### src/rtl/puf_response_collector.sv
// rtl/puf_response_collector.sv - majority-voting response collector for a toggle-arbiter PUF chain
module puf_response_collector #(
    parameter int N_EVAL     = 15,
    parameter int RESP_BITS  = 32,
    parameter int SETTLE_CYC = 4
) (
    input  logic                 clk,
    input  logic                 reset,
    input  logic                 start,
    output logic                 busy,
    output logic                 puf_t,
    input  logic                 puf_resp,
    output logic [RESP_BITS-1:0] resp_word,
    output logic                 resp_valid,
    input  logic                 resp_ready,
    output logic [7:0]           unstable_cnt
);

    typedef enum logic [2:0] {
        S_IDLE,
        S_LAUNCH,
        S_SETTLE,
        S_SAMPLE,
        S_VOTE,
        S_DONE
    } state_t;

    state_t               state_q, state_d;
    logic [7:0]           settle_cnt_q, settle_cnt_d;
    logic [7:0]           eval_cnt_q, eval_cnt_d;
    logic [7:0]           ones_cnt_q, ones_cnt_d;
    logic [7:0]           bit_cnt_q, bit_cnt_d;
    logic [7:0]           unstable_q, unstable_d;
    logic [RESP_BITS-1:0] resp_word_q, resp_word_d;
    logic                 puf_t_q, puf_t_d;
    logic                 busy_q, busy_d;
    logic                 valid_q, valid_d;
    logic                 vote_bit;

    // Next-state and next-output computation; every output is derived from the next state so it is registered.
    always_comb begin
        state_d      = state_q;
        settle_cnt_d = settle_cnt_q;
        eval_cnt_d   = eval_cnt_q;
        ones_cnt_d   = ones_cnt_q;
        bit_cnt_d    = bit_cnt_q;
        unstable_d   = unstable_q;
        resp_word_d  = resp_word_q;
        valid_d      = valid_q;
        vote_bit     = (ones_cnt_q > 8'(N_EVAL / 2));

        case (state_q)
            S_IDLE: begin
                if (start) begin
                    state_d      = S_LAUNCH;
                    resp_word_d  = '0;
                    unstable_d   = '0;
                    bit_cnt_d    = '0;
                    eval_cnt_d   = '0;
                    ones_cnt_d   = '0;
                    settle_cnt_d = '0;
                end
            end
            S_LAUNCH: begin
                state_d      = S_SETTLE;
                settle_cnt_d = '0;
            end
            S_SETTLE: begin
                if (settle_cnt_q == 8'(SETTLE_CYC - 1)) begin
                    state_d      = S_SAMPLE;
                    settle_cnt_d = '0;
                end else begin
                    settle_cnt_d = settle_cnt_q + 8'd1;
                end
            end
            S_SAMPLE: begin
                // The arbiter bit only ever reaches the counters here.
                ones_cnt_d = ones_cnt_q + {7'd0, puf_resp};
                eval_cnt_d = eval_cnt_q + 8'd1;
                state_d    = (eval_cnt_d == 8'(N_EVAL)) ? S_VOTE : S_LAUNCH;
            end
            S_VOTE: begin
                // Written as shift/or so a one-bit word needs no empty slice.
                resp_word_d = (resp_word_q >> 1) | (RESP_BITS'(vote_bit) << (RESP_BITS - 1));
                if ((ones_cnt_q != 8'd0) && (ones_cnt_q != 8'(N_EVAL))) begin
                    unstable_d = unstable_q + 8'd1;
                end
                ones_cnt_d = '0;
                eval_cnt_d = '0;
                bit_cnt_d  = bit_cnt_q + 8'd1;
                if (bit_cnt_d == 8'(RESP_BITS)) begin
                    state_d = S_DONE;
                    valid_d = 1'b1;
                end else begin
                    state_d = S_LAUNCH;
                end
            end
            S_DONE: begin
                if (resp_ready) begin
                    state_d     = S_IDLE;
                    valid_d     = 1'b0;
                    resp_word_d = '0;
                    unstable_d  = '0;
                    bit_cnt_d   = '0;
                end
            end
            default: begin
                state_d = S_IDLE;
                valid_d = 1'b0;
            end
        endcase

        puf_t_d = (state_d == S_LAUNCH);
        busy_d  = (state_d != S_IDLE);
    end

    // State and output registers; reset aborts any run so no partial word is ever shown.
    always_ff @(posedge clk or posedge reset) begin
        if (reset) begin
            state_q      <= S_IDLE;
            settle_cnt_q <= '0;
            eval_cnt_q   <= '0;
            ones_cnt_q   <= '0;
            bit_cnt_q    <= '0;
            unstable_q   <= '0;
            resp_word_q  <= '0;
            puf_t_q      <= 1'b0;
            busy_q       <= 1'b0;
            valid_q      <= 1'b0;
        end else begin
            state_q      <= state_d;
            settle_cnt_q <= settle_cnt_d;
            eval_cnt_q   <= eval_cnt_d;
            ones_cnt_q   <= ones_cnt_d;
            bit_cnt_q    <= bit_cnt_d;
            unstable_q   <= unstable_d;
            resp_word_q  <= resp_word_d;
            puf_t_q      <= puf_t_d;
            busy_q       <= busy_d;
            valid_q      <= valid_d;
        end
    end

    assign puf_t        = puf_t_q;
    assign busy         = busy_q;
    assign resp_valid   = valid_q;
    assign resp_word    = resp_word_q;
    assign unstable_cnt = unstable_q;

endmodule

### config.mk
export PLATFORM = sky130hd
export DESIGN_NAME = puf_response_collector
export DESIGN_NICKNAME = d
export VERILOG_FILES = /design/src/rtl/puf_response_collector.sv
export SDC_FILE = /design/constraint.sdc
export NUM_CORES = 1
export LEC_CHECK = 0
export BUFFER_PORTS_ARGS = -buffer_cell sky130_fd_sc_hd__buf_2
export CAP_MARGIN = 20
export CORE_ASPECT_RATIO = 0.9
export CORE_MARGIN = 4
export CORE_UTILIZATION = 55
export CTS_BUF_LIST = sky130_fd_sc_hd__clkbuf_8
export DETAILED_ROUTE_END_ITERATION = 16
export PLACE_DENSITY = 0.76
export SYNTH_ARGS = -nofsm -noshare
export SYNTH_HDL_FRONTEND = slang
export SYNTH_SLANG_ARGS = --single-unit
### constraint.sdc
create_clock -name clk -period 6.65 [get_ports clk]
set_input_delay 0.9975 -clock clk [delete_from_list [all_inputs] [get_ports clk]]
set_output_delay 0.9975 -clock clk [all_outputs]
set_load 0.1 [all_outputs]
; Word level (Yosys, flattened, before mapping)
; Index checks and enable logic that the tools add are counted.
[classes]
n_addsub = 5
n_reduce_logical = 13
n_bitwise = 2
mux = 21
n_eq_ne = 14
order_cmp = 1
[ops]
columns = cell, count
row1 = 8-bit case mux with 3 select lines, 5
row2 = 32-bit case mux with 3 select lines, 1
row3 = 32-bit 2-to-1 mux, 2
row4 = 8-bit by 1-bit adder with 8-bit output (second input constant), 4
row5 = 8-bit 2-to-1 mux, 4
row6 = 31-bit by 32-bit OR with 32-bit output, 1
row7 = 3-bit case mux with 6 select lines, 1
row8 = 3-bit 2-to-1 mux, 5
row9 = 3-bit nonzero test, 4
row10 = 8-bit by 1-bit adder with 8-bit output, 1
row11 = 8-bit by 2-bit == test with 1-bit output (second input constant), 1
row12 = 8-bit by 4-bit == test with 1-bit output (second input constant), 1
row13 = 8-bit by 6-bit == test with 1-bit output (second input constant), 1
row14 = 8-bit by 3-bit > comparator with 1-bit output (second input constant), 1
row15 = 2-bit inequality test (second input constant), 4
row16 = 8-bit by 4-bit inequality test with 1-bit output (second input constant), 1
row17 = 8-bit nonzero test, 1
row18 = 3-bit by 1-bit == test with 1-bit output (second input constant), 2
row19 = 3-bit by 2-bit == test with 1-bit output (second input constant), 2
row20 = 3-bit == test (second input constant), 2
row21 = 3-bit AND reduction, 2
row22 = 2-bit AND reduction, 2
row23 = 4-bit AND reduction, 1
row24 = 4-bit OR reduction, 1
row25 = other kinds (5), 6
[totals]
in_bits = 5
wordCells = 66
regBits = 78

; Logic depth before layout (Yosys ltp)
[depth]
depth_word = 5
depth_mapped = 7
depth_no_buf = 6

; Worst setup path before layout
; OpenSTA, ideal clock, no wires.
[synth_path]
kind = input to register
from = input start
to = register unstable_q[5], in the netlist unstable_cnt[5]
path_buffers = 0
required_time_ns = 6.572
path_slack_ns = 4.327
setup_time_ns = 0.078
arrival_ns = 2.246
cell_stages = 5
cell_sequence = nor2b_1 -> a21oi_1 -> or4_4 -> or3_1 -> a21oi_1
[synth_via]
elab_chain_cells = 2
[synth_rtl]
columns = element, line_no
row1 = start: declaration, 9  ; input logic start,
row2 = 2-bit inequality test (no line), -
row3 = 4-bit AND reduction (no line), -
row4 = end signal: assignment, 136  ; unstable_q <= unstable_d;
row5 = end: declaration, 33  ; logic [7:0] unstable_q, unstable_d;
; Every way passes these cells.
; A chain may end at the register's enable or synchronous reset.

; Final worst setup path
[layout_path]
from = input resp_ready
to = register unstable_q[0], in the netlist unstable_cnt[0]
[layout_via]
elab_chain_cells = 2
[layout_rtl]
columns = element, line_no
row1 = start: declaration, 15  ; input logic resp_ready,
row2 = 2-bit inequality test (no line), -
row3 = 4-bit AND reduction (no line), -
; Every way passes these cells.

==> results by group <==
Synthesis
  – Syn. warnings: 0
  – Post-synth top cells: dfrtp_1, a22o_1, o21ai_0
  – Sequential fraction of the synthesis area: 53.8%
  – Largest area contributor in the netlist: dfrtp_1
  – Syn_area_per_cell: 10.5 um^2
  – FFs w/ async S/R, synth: 100%
  – Top post-synthesis cells by area: dfrtp_1, a22o_1, o21ai_0
  – Synthesis-stage register bit count: 78
  – Post-Syn Nets: 356
  – Netlist cell types: 50
  – Ys flop type: dfrtp_1
  – Synthesized instance count: 344
  – Post-synth design cell area: 0.00363 mm^2
  – Post-synth EDFFs: 0
  – Most common cell in the netlist: dfrtp_1
  – Post-synth top area share: 53.8%

CTS
  – PostCTS Resize Cnt: 0
  – Setup Buffers After CTS: 0
  – Num CTS Buffers: 9
  – Longest Clk Path Bufs: 2
  – Clock transition at the registers of the reported paths: 0.08 ns
  – Sink Count: 78
  – Worst-Skew Late Latency: 0.35 ns
  – CTS tree: built
  – Htree depth: 3
  – Hold Buf Count CTS: 0
  – Clock Root Buffer: clkbuf_8

Floorplanning
  – Standard-cell row count: 27
  – Core area: 0.00625 mm^2
  – Die ar.: 0.00796 mm^2
  – Initial core utilization: 58.1%
  – Die height: 85.1 um
  – Chip width: 93.6 um
  – Total I/O pin count: 48

GRT
  – Vias in the first global route: 2637
  – First-pass GRT wire length: 12.5 mm
  – Largest net degree at the start of global routing: 79
  – Antenna violations before repair: 0
  – GRT Total Usage: 19.7%
  – Total congestion overflow: 0

Min path
  – Tightest Hold Check Type: flop to flop

Pwr
  – Power per cell area: 305 mW/mm^2
  – Pleak: 2.05 nW
  – Worst vdd ir: 0.140 mV

STA
  – Slew @ Worst Pin: 0.969 ns
  – Period utilization: 39.4%
  – Slew HR: 35.4%
  – RSZ-0062 raised after global routing: no
  – Setup Skew: 0.00907 ns
  – Hold slack: 0.483 ns
  – Slew Viols, Final: 0
  – Post-layout min period: 2.62 ns
  – Max Freq: 382 MHz
  – Final hold vios: 0
  – Fin Setup TNS: 0 ns
  – Setup violations, final: 0

Worst setup path
  – Worst path max stage delay: 0.70 ns
  – Critical Path End Type: flop
  – Req. time, crit path: 6.89 ns
  – Kind of critical path: primary input to flop
  – Buf/Inv on CP: 1
  – Worst EP arrival: 2.86 ns
  – Worst path cell trace: buf_2 -> nand2b_1 -> a21oi_1 -> or2_2 -> nor2_1 -> mux2_2
  – CP delay by family, top: simple AND/OR/NAND/NOR gates
  – Element type at the critical path start: primary input
  – Slowest cell on crit path: or2_2
  – Worst-path maximum fanout: 42

Routing
  – Vias/cell: 5.89
  – DRC: 0
  – Initial DRT Pass Iterations: 4
  – DR WL/cell: 15.2 um
  – Total Wirelength: 7.28 mm
  – Routed vias: 2820
  – Detailed Route Iter0 Violations: 161
  – Final ANT Viol Nets: 0

Finish
  – Final Util: 66.7%
  – Design Area, Final: 0.00417 mm^2
  – Final net count: 399
  – Layout cells sized above 1: 19.6%
  – ANT cells: 0
  – Layout area overhead: 14.9%
  – Post-layout instance count excluding filler cells: 479

Outcome
  – Status: completed

Flow run
  – Max-capacitance violation count: 0

Placed design
  – Placed Instances: 463
  – Hpwl dp: 4.76 mm
  – Routability cong.: 0.781
  – Port-buffer cells: 47
  – Area after DPL: 0.00391 mm^2
[final timing paths]
path	slack [ns]	to	depth (start not counted)	from
setup / recovery	4.03	unstable_cnt[0]	6	resp_ready
hold / removal	0.48	bit_cnt_q[7]	1	bit_cnt_q[7]
setup reg to reg	4.20	unstable_cnt[0]	5	state_q[0]
hold reg to reg	0.48	bit_cnt_q[7]	1	bit_cnt_q[7]
max in group asynchronous	5.09	unstable_cnt[2]	3	reset
min in group asynchronous	0.94	ones_cnt_q[0]	3	reset
[through the flow]
step	power, mW	worst slack, ns
floorplan	0.796	3.66
global placement	0.833	3.75
detailed placement	0.841	3.69
CTS	1.28	4.06
global route	1.35	3.89
finish	1.27	4.03
[worst register-to-register path: stages, from the launching register on]
cell and delay, ns:
dfrtp_1 0.63, nand2b_1 0.10, a21oi_1 0.43, or2_2 0.70, nor2_1 0.19, mux2_2 0.31
[layout make-up]
cell class	instances	area (um^2)
Clock buffer	11	151
Clock inverter	5	104
Fill cell	500	2080
Inverter	8	30.0
Multi-Input combinational cell	241	1570
Sequential cell	78	1950
Tap cell	87	109
Timing Repair Buffer	49	250
[where the power goes]
| part | internal [mW] | switching, mW | total [mW] |
|---|---|---|---|
| combinational | 0.0806 | 0.198 | 0.279 |
| sequential | 0.503 | 0.0494 | 0.553 |
| clock | 0.271 | 0.170 | 0.440 |
| total | 0.855 | 0.417 | 1.27 |
[routing by layer]
layer,global-route usage [%],up-vias,part of all wire (%)
met1,27.7,1397,48
li1,-,1354,-
met4,6.30,0,0.96
met5,0,-,0
met2,30.2,63,47
met3,5.05,6,4.3
[cell usage in the layout (no fill, tap or decap), types with 3 or more instances in the layout]
| cell type | netlist | final |
|---|---|---|
| nor2_1 | 27 | 27 |
| a21o_1 | 4 | 4 |
| bufinv_16 | 0 | 3 |
| or3_1 | 7 | 7 |
| nand2_1 | 26 | 26 |
| nand4_1 | 7 | 7 |
| o21ai_0 | 34 | 34 |
| buf_2 | 4 | 47 |
| a31oi_1 | 3 | 3 |
| a22o_1 | 35 | 35 |
| clkbuf_8 | 0 | 11 |
| inv_1 | 8 | 7 |
| nor4_1 | 5 | 5 |
| a21oi_1 | 8 | 8 |
| and3_1 | 7 | 7 |
| nor2b_1 | 5 | 5 |
| xnor2_1 | 5 | 5 |
| dfrtp_1 | 78 | 78 |
| nor3_1 | 3 | 3 |
| xor2_1 | 6 | 6 |
| o31ai_1 | 5 | 5 |
| ha_1 | 7 | 7 |
| nand2b_1 | 5 | 5 |
| nand3_1 | 12 | 12 |
| o41ai_1 | 3 | 3 |
[sequential cells by signal, indices dropped and copies added (netlist names)]
register / count
resp_valid: 1
settle_cnt_q: 8
busy: 1
ones_cnt_q: 8
state_q: 3
puf_t: 1
resp_word: 32
bit_cnt_q: 8
eval_cnt_q: 8
unstable_cnt: 8
[cells by family after synthesis]
kind of cell             share of synthesized area [%]
adder cells (fa/ha/maj)                           2.41
buffers and inverters                             3.03
AND/OR/NAND/NOR                                   17.2
XOR/XNOR                                          2.66
flip-flops                                        53.8
AO/OA/AOI/OAI                                     20.1
multiplexers                                     0.862
No activity file was read; power rests on OpenSTA's default activity.
